## config.mk

```make
export PLATFORM = sky130hd
export DESIGN_NAME = q_result_writer
export DESIGN_NICKNAME = d
export VERILOG_FILES = /design/src/rtl/q_result_writer.sv
export SDC_FILE = /design/constraint.sdc
export NUM_CORES = 1
export LEC_CHECK = 0
export BUFFER_PORTS_ARGS = -buffer_cell sky130_fd_sc_hd__buf_2
export CELL_PAD_IN_SITES_DETAIL_PLACEMENT = 0
export CELL_PAD_IN_SITES_GLOBAL_PLACEMENT = 1
export CORE_MARGIN = 2
export CORE_UTILIZATION = 51
export CTS_BUF_LIST = sky130_fd_sc_hd__clkbuf_8
export CTS_CLUSTER_SIZE = 30
export DETAILED_ROUTE_END_ITERATION = 7
export PLACE_DENSITY_LB_ADDON = 0.1
export SLEW_MARGIN = 20
export SYNTH_ARGS = -nofsm -noshare
export SYNTH_HDL_FRONTEND = slang
export SYNTH_SLANG_ARGS = --single-unit
export TNS_END_PERCENT = 1
```

## constraint.sdc

```tcl
create_clock -name clk -period 4.7 [get_ports clk]
set_input_delay 0.235 -clock clk [delete_from_list [all_inputs] [get_ports clk]]
set_output_delay 0.235 -clock clk [all_outputs]
set_load 0.01 [all_outputs]
```

## src/rtl/q_result_writer.sv

```systemverilog
// q_result_writer: buffers unsigned Q words and streams each one as a decimal ASCII line.
// Define Q_RESULT_WRITER_CRLF_EN for a CR+LF line terminator; the default build emits LF only.
module q_result_writer #(
  parameter int unsigned Q_WIDTH    = 16,
  parameter int unsigned FIFO_DEPTH = 8
) (
  input  logic               clk,
  input  logic               rst_n,
  input  logic               q_valid,
  output logic               q_ready,
  input  logic [Q_WIDTH-1:0] q_data,
  output logic               byte_valid,
  input  logic               byte_ready,
  output logic [7:0]         byte_data,
  output logic               busy,
  output logic [15:0]        line_count
);

  // Smallest digit count whose decimal range covers 2^w - 1.
  function automatic int unsigned calc_digits(input int unsigned w);
    longint unsigned lim;
    longint unsigned p;
    int unsigned     d;
    lim = 64'd1 << w;
    p   = 64'd1;
    d   = 0;
    for (int i = 0; i < 20; i++) begin
      if (p < lim) begin
        p = p * 64'd10;
        d = d + 1;
      end
    end
    return d;
  endfunction

  localparam int unsigned DIGITS = calc_digits(Q_WIDTH);
  localparam int unsigned BW     = 4 * DIGITS;
  localparam int unsigned AW     = $clog2(FIFO_DEPTH);
  localparam int unsigned CW     = AW + 1;
  localparam int unsigned PW     = $clog2(DIGITS);
  localparam int unsigned KW     = $clog2(Q_WIDTH);

`ifdef Q_RESULT_WRITER_CRLF_EN
  localparam bit CRLF_EN = 1'b1;
`else
  localparam bit CRLF_EN = 1'b0;
`endif
  localparam logic [7:0] TERM_FIRST = CRLF_EN ? 8'h0D : 8'h0A;

  typedef enum logic [1:0] {S_IDLE, S_CONV, S_EMIT, S_EOL} state_e;

  // ASCII character for BCD digit idx.
  function automatic logic [7:0] ascii_at(input logic [BW-1:0] bcd, input logic [PW-1:0] idx);
    logic [3:0] nib;
    nib = 4'd0;
    for (int i = 0; i < DIGITS; i++) begin
      if (PW'(i) == idx) nib = bcd[4*i +: 4];
    end
    return 8'h30 + {4'h0, nib};
  endfunction

  logic [Q_WIDTH-1:0] mem_q [FIFO_DEPTH];
  logic [AW-1:0]      wr_ptr_q, rd_ptr_q;
  logic [CW-1:0]      count_q;
  logic               push_c, pop_c, xfer_c;

  state_e             state_q, state_d;
  logic [Q_WIDTH-1:0] bin_q, bin_d;
  logic [BW-1:0]      bcd_q, bcd_d;
  logic [KW-1:0]      cnt_q, cnt_d;
  logic [PW-1:0]      ptr_q, ptr_d;
  logic               eol2_q, eol2_d;
  logic               byte_valid_q, byte_valid_d;
  logic [7:0]         byte_data_q, byte_data_d;
  logic [15:0]        line_count_q, line_count_d;
  logic               busy_q;

  logic [BW-1:0]         bcd_adj_c;
  logic [BW+Q_WIDTH-1:0] shifted_c;
  logic [BW-1:0]         bcd_step_c;
  logic [Q_WIDTH-1:0]    bin_step_c;
  logic [PW-1:0]         lead_c;

  assign q_ready    = (count_q != CW'(FIFO_DEPTH));
  assign push_c     = q_valid & q_ready;
  assign xfer_c     = byte_valid_q & byte_ready;
  assign byte_valid = byte_valid_q;
  assign byte_data  = byte_data_q;
  assign busy       = busy_q;
  assign line_count = line_count_q;

  // FIFO storage carries no reset; occupancy is tracked by the pointers and count.
  always_ff @(posedge clk) begin
    if (push_c) mem_q[wr_ptr_q] <= q_data;
  end

  always_ff @(posedge clk or negedge rst_n) begin
    if (!rst_n) begin
      wr_ptr_q <= '0;
      rd_ptr_q <= '0;
      count_q  <= '0;
    end else begin
      if (push_c) wr_ptr_q <= wr_ptr_q + 1'b1;
      if (pop_c)  rd_ptr_q <= rd_ptr_q + 1'b1;
      count_q <= count_q + CW'(push_c) - CW'(pop_c);
    end
  end

  // One double-dabble step plus the most significant nonzero digit of its result.
  always_comb begin
    bcd_adj_c = bcd_q;
    for (int i = 0; i < DIGITS; i++) begin
      if (bcd_q[4*i +: 4] >= 4'd5) bcd_adj_c[4*i +: 4] = bcd_q[4*i +: 4] + 4'd3;
    end
    shifted_c  = {bcd_adj_c, bin_q} << 1;
    bcd_step_c = shifted_c[BW+Q_WIDTH-1:Q_WIDTH];
    bin_step_c = shifted_c[Q_WIDTH-1:0];
    lead_c     = '0;
    for (int i = 0; i < DIGITS; i++) begin
      if (bcd_step_c[4*i +: 4] != 4'd0) lead_c = PW'(i);
    end
  end

  always_comb begin
    state_d      = state_q;
    bin_d        = bin_q;
    bcd_d        = bcd_q;
    cnt_d        = cnt_q;
    ptr_d        = ptr_q;
    eol2_d       = eol2_q;
    byte_valid_d = byte_valid_q;
    byte_data_d  = byte_data_q;
    line_count_d = line_count_q;
    pop_c        = 1'b0;
    case (state_q)
      S_IDLE: begin
        if (count_q != '0) begin
          pop_c   = 1'b1;
          bin_d   = mem_q[rd_ptr_q];
          bcd_d   = '0;
          cnt_d   = KW'(Q_WIDTH - 1);
          state_d = S_CONV;
        end
      end
      S_CONV: begin
        bcd_d = bcd_step_c;
        bin_d = bin_step_c;
        if (cnt_q == '0) begin
          state_d      = S_EMIT;
          ptr_d        = lead_c;
          byte_valid_d = 1'b1;
          byte_data_d  = ascii_at(bcd_step_c, lead_c);
        end else begin
          cnt_d = cnt_q - 1'b1;
        end
      end
      S_EMIT: begin
        if (xfer_c) begin
          if (ptr_q == '0) begin
            state_d     = S_EOL;
            eol2_d      = 1'b0;
            byte_data_d = TERM_FIRST;
          end else begin
            ptr_d       = ptr_q - 1'b1;
            byte_data_d = ascii_at(bcd_q, ptr_q - 1'b1);
          end
        end
      end
      S_EOL: begin
        if (xfer_c) begin
          if (CRLF_EN && !eol2_q) begin
            eol2_d      = 1'b1;
            byte_data_d = 8'h0A;
          end else begin
            byte_valid_d = 1'b0;
            byte_data_d  = 8'h00;
            line_count_d = line_count_q + 16'd1;
            state_d      = S_IDLE;
          end
        end
      end
      default: state_d = S_IDLE;
    endcase
  end

  always_ff @(posedge clk or negedge rst_n) begin
    if (!rst_n) begin
      state_q      <= S_IDLE;
      bin_q        <= '0;
      bcd_q        <= '0;
      cnt_q        <= '0;
      ptr_q        <= '0;
      eol2_q       <= 1'b0;
      byte_valid_q <= 1'b0;
      byte_data_q  <= 8'h00;
      line_count_q <= 16'h0000;
      busy_q       <= 1'b0;
    end else begin
      state_q      <= state_d;
      bin_q        <= bin_d;
      bcd_q        <= bcd_d;
      cnt_q        <= cnt_d;
      ptr_q        <= ptr_d;
      eol2_q       <= eol2_d;
      byte_valid_q <= byte_valid_d;
      byte_data_q  <= byte_data_d;
      line_count_q <= line_count_d;
      busy_q       <= (count_q != '0) || (state_q != S_IDLE);
    end
  end

endmodule

```

---- Yosys cells after proc, flatten, opt, wreduce, memory -nomap -nowiden ----
Memory sizes are Yosys's and may differ from the RTL's.
Cells that the tools add are included.
storage, ports and cells
  register bits after elaboration ......... 81
  bits in writable memories ............... 128
  output and inout bits ................... 27
  memories ................................ 1
cells by class
  $add $sub $neg .......................... 14
  magnitude comparators ................... 5
  eq/ne operators ......................... 19
  mux-type cells .......................... 53
  bitwise gates (word level) .............. 2
  reduce and logical (&&, ||, !) cells .... 23
memory list
  name   words  width  read ports  clocked after memory_dff  wr ports  RTL line  source
  mem_q  8      16     1           0                         1         62        logic [Q_WIDTH-1:0] mem_q [FIFO_DEPTH];
operators by type and width
  cell                                                                                 number
  4-bit two-way mux                                                                    21
  20-bit case mux with 2 select lines                                                  1
  16-bit case mux with 2 select lines                                                  1
  8-bit two-way mux                                                                    3
  8-bit case mux with 3 select lines                                                   1
  3-bit two-way mux                                                                    7
  4-bit by 3-bit greater-or-equal comparator with 1-bit output, second input constant  5
  20-bit two-way mux                                                                   1
  4-bit nonzero test                                                                   5
  16-bit by 1-bit adder with 16-bit output, second input constant                      1
  4-bit by 2-bit adder with 4-bit output, second input constant                        4
  16-bit two-way mux                                                                   1
  6-bit by 4-bit adder with 7-bit output, first input constant                         2
  2-bit inequality test, second input constant                                         7
  2-bit by 3-bit == test with 1-bit output, first input constant                       4
  2-bit two-way mux                                                                    5
  3-bit logical NOT                                                                    3
  2-bit case mux with 4 select lines                                                   1
  4-bit case mux with 2 select lines                                                   1
  4-bit AND reduction                                                                  2
  2-bit nonzero test                                                                   4
  1-bit two-way mux                                                                    7
  7-bit two-way mux                                                                    1
  3-bit by 1-bit adder with 3-bit output, second input constant                        2
  20 further kinds                                                                     26

---- Depth between registers and ports, before layout ----
Gate-level depths: netlist (run 1).
  depth in word-level cells ............... 18
  depth in mapped cells ................... 11
  mapped depth without buffers ............ 11

---- Worst setup path before layout (run 1) ----
No wires, ideal clock.
  path type ............................... register to register
  start point ............................. reg count_q[2]
  end point ............................... mem mem_q[0][0], enable pin
  setup time .............................. 0.409 ns
  data arrival time ....................... 2.275 ns
  required time ........................... 4.291 ns
  setup slack ............................. 2.016 ns
  cell stages (with the launch flop) ...... 7
  buffers on the path ..................... 0
  clock period less this slack ............ 2.684 ns
  cell sequence ........................... dfrtp_1 -> inv_1 -> ha_1 -> nand2_1 -> nand2_1 -> or2_2 -> nor3_1
between the ends
  longest elaborated chain between the ends .. 4
ends and longest elaborated chain
  what                                     RTL line  source
  from (decl)                              64        logic [CW-1:0] count_q;
  from (signal assigned)                   105       count_q <= count_q + CW'(push_c) - CW'(pop_c);
  4-bit inequality test                    84        assign q_ready = (count_q != CW'(FIFO_DEPTH));
  net q_ready                              10        output logic q_ready,
  1-bit bitwise AND                        85        assign push_c = q_valid & q_ready;
  1-bit two-way mux                        94        if (push_c) mem_q[wr_ptr_q] <= q_data;
  1-bit two-way mux (implied by the code)  94
  to (decl)                                62
The timed path passes the listed nets, and every way through them passes these cells.

---- Worst setup path after layout (run 1) ----
  start point ............................. reg state_q[1]
  end point ............................... reg count_q[1]
between the ends
  longest elaborated chain between the ends .. 3
ends and longest elaborated chain
  what                                         RTL line  source
  from (decl)                                  67        state_e state_q, state_d;
  from (signal assigned)                       199       state_q <= state_d;
  2-bit logical NOT                            135       case (state_q)
  1-bit two-way mux                            135
  net pop_c                                    65        logic push_c, pop_c, xfer_c;
  4-bit by 1-bit subtractor with 4-bit output  105
The timed path passes the listed nets, and every way through them passes these cells.
A chain may end at the register's enable or synchronous reset.

==> results of run 1 <==
[critical path: stages, from the launching register on]
cell and delay [ns]:
sky130_fd_sc_hd__dfrtp_1 0.39, sky130_fd_sc_hd__inv_1 0.12, sky130_fd_sc_hd__ha_1 0.60, sky130_fd_sc_hd__nand2_1 0.49, sky130_fd_sc_hd__inv_1 0.29, sky130_fd_sc_hd__ha_1 0.27
sky130_fd_sc_hd__inv_1 0.05, sky130_fd_sc_hd__ha_1 0.15, sky130_fd_sc_hd__inv_1 0.06, sky130_fd_sc_hd__fa_1 0.48, sky130_fd_sc_hd__inv_1 0.04
[per-stage QoR]
stage,utilization (%),hold slack (ns),instance area [um^2],cells
floorplan,-,-0.06059,9432,701
global placement,54.85,0.2355,9887,948
detailed placement,54.85,0.2453,9887,948
CTS,59.64,0.04967,10750,1029
global route,59.67,0.07024,10760,1029
finish,59.67,0.08255,10760,1029
[cell type report]
cell class,count,area [um^2]
clock inverters,23,132.6
inverters,31,116.4
flip-flops and latches,206,5798
fillers,1432,7269
repair buffers,67,440.4
well taps,229,286.5
multi-input cells,433,3431
clock buffers,40,550.5
[cell families (layout without fill, tap and decap cells)]
group	count (synthesis)	in the layout	share of synthesized area, %
fa+ha+maj	31	31	4.194
mux	57	57	10.59
flops	206	206	61.47
compound gates	154	154	10.26
buf+inv	62	161	2.667
xor+xnor	26	26	2.415
other cells	1	2	0.03978
simple gates	163	163	8.361
[worst paths after layout]
path                                             start                        end  slack [ns]  cells past startpoint
worst min-delay path                        byte_ready  line_count[2]$_DFFE_PN0P_        0.08                      3
worst min register to register   bin_q[11]$_DFFE_PN0P_      bin_q[11]$_DFFE_PN0P_        0.49                      2
max in group asynchronous                        rst_n      bin_q[13]$_DFFE_PN0P_        3.55                      3
worst max register to register  state_q[1]$_DFFE_PN0P_       count_q[1]$_DFF_PN0_        1.66                     10
worst max-delay path            state_q[1]$_DFFE_PN0P_       count_q[1]$_DFF_PN0_        1.66                     10
min in group asynchronous                        rst_n    wr_ptr_q[1]$_DFFE_PN0P_        0.21                      2
[flip-flops by register name (all words and copies together), names as in the netlist]
| signal | count |
|---|---|
| byte_data | 5 |
| ptr_q | 3 |
| state_q | 2 |
| count_q | 4 |
| busy | 1 |
| bcd_q | 20 |
| bin_q | 16 |
| line_count | 16 |
| wr_ptr_q | 3 |
| rd_ptr_q | 3 |
| cnt_q | 4 |
| byte_valid | 1 |
| mem_q | 128 |
[placed cells by master (no fill, tap or decap), types with 3 or more instances in the layout]
cell                            Yosys  final
sky130_fd_sc_hd__a22o_1             7      7
sky130_fd_sc_hd__a21oi_1           36     36
sky130_fd_sc_hd__nor3b_1            8      8
sky130_fd_sc_hd__a21o_1             3      3
sky130_fd_sc_hd__o22ai_1           22     22
sky130_fd_sc_hd__or2_2              4      4
sky130_fd_sc_hd__a21oi_2            3      3
sky130_fd_sc_hd__clkbuf_8           0     40
sky130_fd_sc_hd__clkinv_1           0      4
sky130_fd_sc_hd__dlygate4sd3_1      0     18
sky130_fd_sc_hd__nor2_1            24     18
sky130_fd_sc_hd__buf_2              5     43
sky130_fd_sc_hd__xnor2_1           19     19
sky130_fd_sc_hd__nand3_1           19     19
sky130_fd_sc_hd__o211ai_1           6      6
sky130_fd_sc_hd__dfrtp_1           78     76
sky130_fd_sc_hd__nand2b_1          11     11
sky130_fd_sc_hd__nor2_2             0      5
sky130_fd_sc_hd__mux2_2            15     15
sky130_fd_sc_hd__buf_4              3      6
sky130_fd_sc_hd__xor2_1             7      7
sky130_fd_sc_hd__inv_1             31     45
sky130_fd_sc_hd__nand2_1           66     66
sky130_fd_sc_hd__nand4_1            8      8
sky130_fd_sc_hd__and3_1             4      4
sky130_fd_sc_hd__mux4_2            32     32
sky130_fd_sc_hd__ha_1              30     30
sky130_fd_sc_hd__nor3_1             5      3
sky130_fd_sc_hd__edfxtp_1         128    128
sky130_fd_sc_hd__nor2b_1            5      5
sky130_fd_sc_hd__a31oi_1           10     10
sky130_fd_sc_hd__mux2i_1            8      8
sky130_fd_sc_hd__a41oi_1            4      4
sky130_fd_sc_hd__o21ai_0           41     41
[power by group]
part | switching [mW] | total, mW | internal [mW]
Clock | 0.710 | 1.55 | 0.839
Sequential | 0.370 | 2.70 | 2.33
Combinational | 1.36 | 2.44 | 1.08
Total | 2.44 | 6.69 | 4.25
[metal layers]
layer	vias up	part of all wire, %
li1	2793	-
met1	2986	43
met2	128	51
met3	32	4.5
met4	0	2.0
met5	-	0
[what timing repair did]
action,in CTS,in global routing
hold buffers,18,0
endpoints found under the setup margin,0,0
hold endpoints to repair,162,0
==> out/qor.txt, run 1 <==
Global Route met1 Usage - 26.95%
CTS H-tree depth - 2
fraction of post-synthesis cell area in the top cell type by area - 40.77%
power per unit of standard cell area - 621.9 nW/um^2
Yosys Warn Count - 0
core outline area - 18020 um^2
part of the Yosys area used for sequential elements - 61.47%
Synth Flop Type - sky130_fd_sc_hd__edfxtp_1
Final Hold Fails - 0
GR Layer Usage met2 - 35.33%
total standard cell area after synthesis - 9428 um^2
Setup Viol. Count Final - 0
library cells used by synthesis - 61
cell at the root of the clock tree - sky130_fd_sc_hd__clkbuf_8
clk sinks - 206
Min-Delay Path Class - in2reg
setup repair after global routing missed its margin - no
port bufs - 44
post-route DRC violation count - 0
first-pass GRT wire length - 32050 um
horizontal extent of the die - 140.0 um
die height - 140.0 um
Final Critical Period - 3.038 ns
Post-DRT Antenna Nets - 0
overall overflow remaining after global route - 0
dominant cell type by area after synthesis - sky130_fd_sc_hd__edfxtp_1
proportion of synthesized flip-flops having asynchronous set or reset - 37.86%
overall track demand over capacity in global routing - 20.76%
Top Usage Layer GRT - met2
Crit. End Element - flop
number of antenna violations at the first check in global routing - 0
number of placed I/O pins - 47
maximum ir drop on the vdd rail - 365.9 uV
insertion delay of the later-clocked pin in the worst-skew pair - 0.54 ns
number of global-route vias before repair - 6115
number of CTS-inserted buffers - 36
total number of vias - 5939
number of rows in the core area - 49
first-pass detailed-route iteration total - 4
initial cell density of the core - 52.30%
Setup WS pre-CTS - 1.676 ns
vias per std cell - 5.772
transition at the pin with the smallest max-transition slack - 1.096 ns
aggregate negative setup slack - 0 ns
routed wire length per instance - 18.94 um
average footprint of a synthesized cell - 13.47 um^2
Critical Path AT - 3.45 ns
First DRT Iteration DRCs - 284
nature of the critical path startpoint - flop
number of buffers added for setup after CTS - 0
portion of the clock cycle consumed by the worst path in the final layout - 64.64%
overall power - 6.689 mW
flops & latches, synth - 206
Post-Synthesis Cells - 700
Max Fclk - 329.1 MHz
Antenna Cells - 0
kind of critical path - reg2reg
RD Place Congestion - 0.8718
CTS clock-pin slew for the worst setup and hold paths - 0.06 ns
CTS tree - built
leading post-synthesis cells by cell area - sky130_fd_sc_hd__edfxtp_1 41%, sky130_fd_sc_hd__dfrtp_1 21%, sky130_fd_sc_hd__mux4_2 7.6%
Max-cap violations - 0
Post-CTS Resized - 0
Syn-to-layout area delta - 14.08%
Critical Path RT - 5.11 ns
max-slew violation count - 0
top cells by instance count after synthesis - 128 x sky130_fd_sc_hd__edfxtp_1, 78 x sky130_fd_sc_hd__dfrtp_1, 66 x sky130_fd_sc_hd__nand2_1, 41 x sky130_fd_sc_hd__o21ai_0, 36 x sky130_fd_sc_hd__a21oi_1
half-perimeter wire length after placement - 12420 um
met3 demand-to-capacity share in global routing - 4.308%
status - completed
layout cells sized above 1 - 20.50%
largest net degree at the start of global routing - 42
leak pwr - 4.161 nW
largest clock skew in the final design - 0.03587 ns
number of buffers on the longest clock path - 3
Final nets - 826
count of flip-flops with a built-in enable after synthesis - 128
slack of the critical path - 1.662 ns
total wirelength of the detailed-routed design - 19490 um
highest fanout seen on the critical path - 16
overall die area - 19590 um^2
relative max-transition margin - 26.85%
most common cell in the synthesized netlist - sky130_fd_sc_hd__edfxtp_1
No activity file was read; power rests on OpenSTA's default activity.
==> run 2, diff against run 1 <==
--- a/config.mk
+++ b/config.mk
@@ -9,7 +9,7 @@
 export CELL_PAD_IN_SITES_DETAIL_PLACEMENT = 0
 export CELL_PAD_IN_SITES_GLOBAL_PLACEMENT = 1
 export CORE_MARGIN = 2
-export CORE_UTILIZATION = 51
+export CORE_UTILIZATION = 48
 export CTS_BUF_LIST = sky130_fd_sc_hd__clkbuf_8
 export CTS_CLUSTER_SIZE = 30
 export DETAILED_ROUTE_END_ITERATION = 7
==> constraint.sdc (replaced) <==
create_clock -name clk -period 2.7 [get_ports clk]
set_input_delay 0.135 -clock clk [delete_from_list [all_inputs] [get_ports clk]]
set_output_delay 0.135 -clock clk [all_outputs]
set_load 0.01 [all_outputs]
==> out/qor.txt, run 2 (synthesis results as in run 1) <==
post-route DRC violation count - 0
depth of the most critical reg-to-reg path - 9
Antenna Cells - 0
largest register by flop count - mem_q
number of placed I/O pins - 47
register-to-register setup slack - 0.18 ns
Max-cap violations - 0
Reg-to-Reg Start - bcd_q[0]$_DFFE_PN0P_
number of global-route vias before repair - 6100
number of inserted filler cells in the final layout - 1626
core outline area - 19400 um^2
Sw Pwr - 4.229 mW
Min-Delay Path Class - in2async
initial cell density of the core - 48.60%
Internal Dissipation - 7.451 mW
overall die area - 20780 um^2
die height - 144.1 um
CTS clock-pin slew for the worst setup and hold paths - 0.06 ns
leak pwr - 4.244 nW
horizontal extent of the die - 144.1 um
largest clock skew in the final design - 0.01256 ns
nature of the critical path startpoint - flop
aggregate negative setup slack - 0 ns
CTS H-tree depth - 2
First DRT Iteration DRCs - 256
Syn-to-layout area delta - 15.73%
first-pass GRT wire length - 31990 um
transition at the pin with the smallest max-transition slack - 0.7437 ns
Reg-to-Reg End - byte_data[2]$_DFFE_PN0P_
RD Place Congestion - 0.8422
portion of the clock cycle consumed by the worst path in the final layout - 93.45%
Clock Power Share - 21.4%
Critical Path AT - 2.95 ns
Setup Viol. Count Final - 0
proportion of power drawn by flip-flops and latches - 39.0%
Final nets - 845
number of buffers added for setup after CTS - 0
overall overflow remaining after global route - 0
Post-DRT Antenna Nets - 0
CTS tree - built
kind of critical path - reg2reg
clk sinks - 206
number of CTS-inserted buffers - 34
number of flip-flops in the largest register - 128
number of rows in the core area - 51
setup repair after global routing missed its margin - no
total number of vias - 5978
max-slew violation count - 0
status - completed
highest fanout seen on the critical path - 6
insertion delay of the later-clocked pin in the worst-skew pair - 0.52 ns
vias per std cell - 5.535
routed wire length per instance - 18.37 um
switching power share of the total - 36.21%
Max Fclk - 396.3 MHz
Final Hold Fails - 0
Final Critical Period - 2.523 ns
Critical Path RT - 3.12 ns
number of antenna violations at the first check in global routing - 0
fin cells - 1080
launch point of the worst path - bcd_q[0]$_DFFE_PN0P_
cell at the root of the clock tree - sky130_fd_sc_hd__clkbuf_8
port bufs - 44
Crit. End Element - flop
most common cell after layout, fill and taps aside - sky130_fd_sc_hd__edfxtp_1
layout cells sized above 1 - 21.60%
number of placed instances with taps included - 1004
half-perimeter wire length after placement - 12820 um
relative max-transition margin - 50.42%
power per unit of standard cell area - 1071 nW/um^2
crit path capture - byte_data[2]$_DFFE_PN0P_
highest-count cells in the layout ignoring fill and taps - 128 x sky130_fd_sc_hd__edfxtp_1, 76 x sky130_fd_sc_hd__dfrtp_1, 66 x sky130_fd_sc_hd__nand2_1
largest net degree at the start of global routing - 79
overall track demand over capacity in global routing - 20.20%
number of buffers on the longest clock path - 3
maximum ir drop on the vdd rail - 646.0 uV
leading registers by flop count - mem_q (128), bcd_q (20)
first-pass detailed-route iteration total - 6
total wirelength of the detailed-routed design - 19840 um
Comb power frac - 39.6%
==> run 2: cell types whose count changed in the layout (fill, tap and decap cells not counted), moves of 2 or more <==
| cell | change |
|---|---|
| sky130_fd_sc_hd__buf_12 | +2 |
| sky130_fd_sc_hd__nor2_1 | +6 |
| sky130_fd_sc_hd__clkinv_2 | -2 |
| sky130_fd_sc_hd__nor3_2 | +2 |
| sky130_fd_sc_hd__buf_4 | +17 |
| sky130_fd_sc_hd__nor3_4 | -2 |
| sky130_fd_sc_hd__clkinv_1 | -3 |
| sky130_fd_sc_hd__nor2_2 | -5 |
==> run 2: layout make-up <==
| cell class | instances | area, um^2 | area share, % |
|---|---|---|---|
| clock buffer | 39 | 536.8 | 4.920 |
| sequential | 206 | 5798 | 53.14 |
| timing repair buffer | 88 | 629.4 | 5.768 |
| multi-input combinational | 433 | 3418 | 31.33 |
| tap | 265 | 331.6 | 3.039 |
| clock inverter | 18 | 80.08 | 0.7339 |
| inverter | 31 | 116.4 | 1.067 |
==> run 2: worst min-delay path by stage <==
stage	cells after the start	endpoint	startpoint
6_report	2	bcd_q[14]$_DFFE_PN0P_	rst_n
2_1_floorplan	0	bcd_q[0]$_DFFE_PN0P_	rst_n
5_1_grt	2	bcd_q[14]$_DFFE_PN0P_	rst_n
3_5_place_dp	1	bcd_q[14]$_DFFE_PN0P_	rst_n
3_3_place_gp	1	bcd_q[14]$_DFFE_PN0P_	rst_n
4_1_cts	2	bcd_q[14]$_DFFE_PN0P_	rst_n
==> run 2: power groups by stage <==
| stage | sequential (mW) | clock [mW] | combinational [mW] |
|---|---|---|---|
| 2_1_floorplan | 4.45 | 0 | 3.30 |
| 3_3_place_gp | 4.57 | 0 | 4.52 |
| 3_5_place_dp | 4.61 | 0 | 4.61 |
| 4_1_cts | 4.56 | 2.59 | 4.64 |
| 5_1_grt | 4.64 | 2.74 | 5.17 |
| 6_report | 4.55 | 2.50 | 4.63 |
==> run 2: critical path, stage by stage, from the launching register on <==
cell	delay [ns]
sky130_fd_sc_hd__dfrtp_1	0.44
sky130_fd_sc_hd__inv_1	0.08
sky130_fd_sc_hd__ha_1	0.21
sky130_fd_sc_hd__nand2b_1	0.11
sky130_fd_sc_hd__a21oi_2	0.21
sky130_fd_sc_hd__mux2_4	0.32
sky130_fd_sc_hd__or4b_1	0.49
sky130_fd_sc_hd__a211oi_2	0.23
sky130_fd_sc_hd__o211ai_1	0.13
sky130_fd_sc_hd__a41oi_1	0.23
==> run 2: repair_timing <==
item / in CTS / in global routing
gates resized for setup: 0 / 4
hold buffers: 19 / 0
endpoints found under the hold margin: 211 / 0
endpoints found under the setup margin: 0 / 2
==> run 2: layer usage <==
metal  wire length [um]  vias to the layer above  GRT usage, %
li1                   -                     2830             -
met3                937                       40         4.040
met2              10000                      161         35.46
met1               8460                     2947         25.16
met4                438                        0         6.796
met5                  0                        -             0
==> run 2: per-stage QoR <==
| step | worst slack, ns | hold slack [ns] | power, mW | instance area (um^2) | util [%] |
|---|---|---|---|---|---|
| 5_1_grt | 0.01920 | 0.2723 | 12.55 | 10910 | 56.24 |
| 3_5_place_dp | 0.1711 | 0.3843 | 9.219 | 10080 | 51.95 |
| 6_report | 0.1768 | 0.2058 | 11.68 | 10910 | 56.24 |
| 3_3_place_gp | 0.2652 | 0.3805 | 9.085 | 10080 | 51.95 |
| 2_1_floorplan | 0.01607 | -0.1606 | 7.750 | 9432 | - |
| 4_1_cts | 0.1551 | 0.3661 | 11.79 | 10890 | 56.11 |
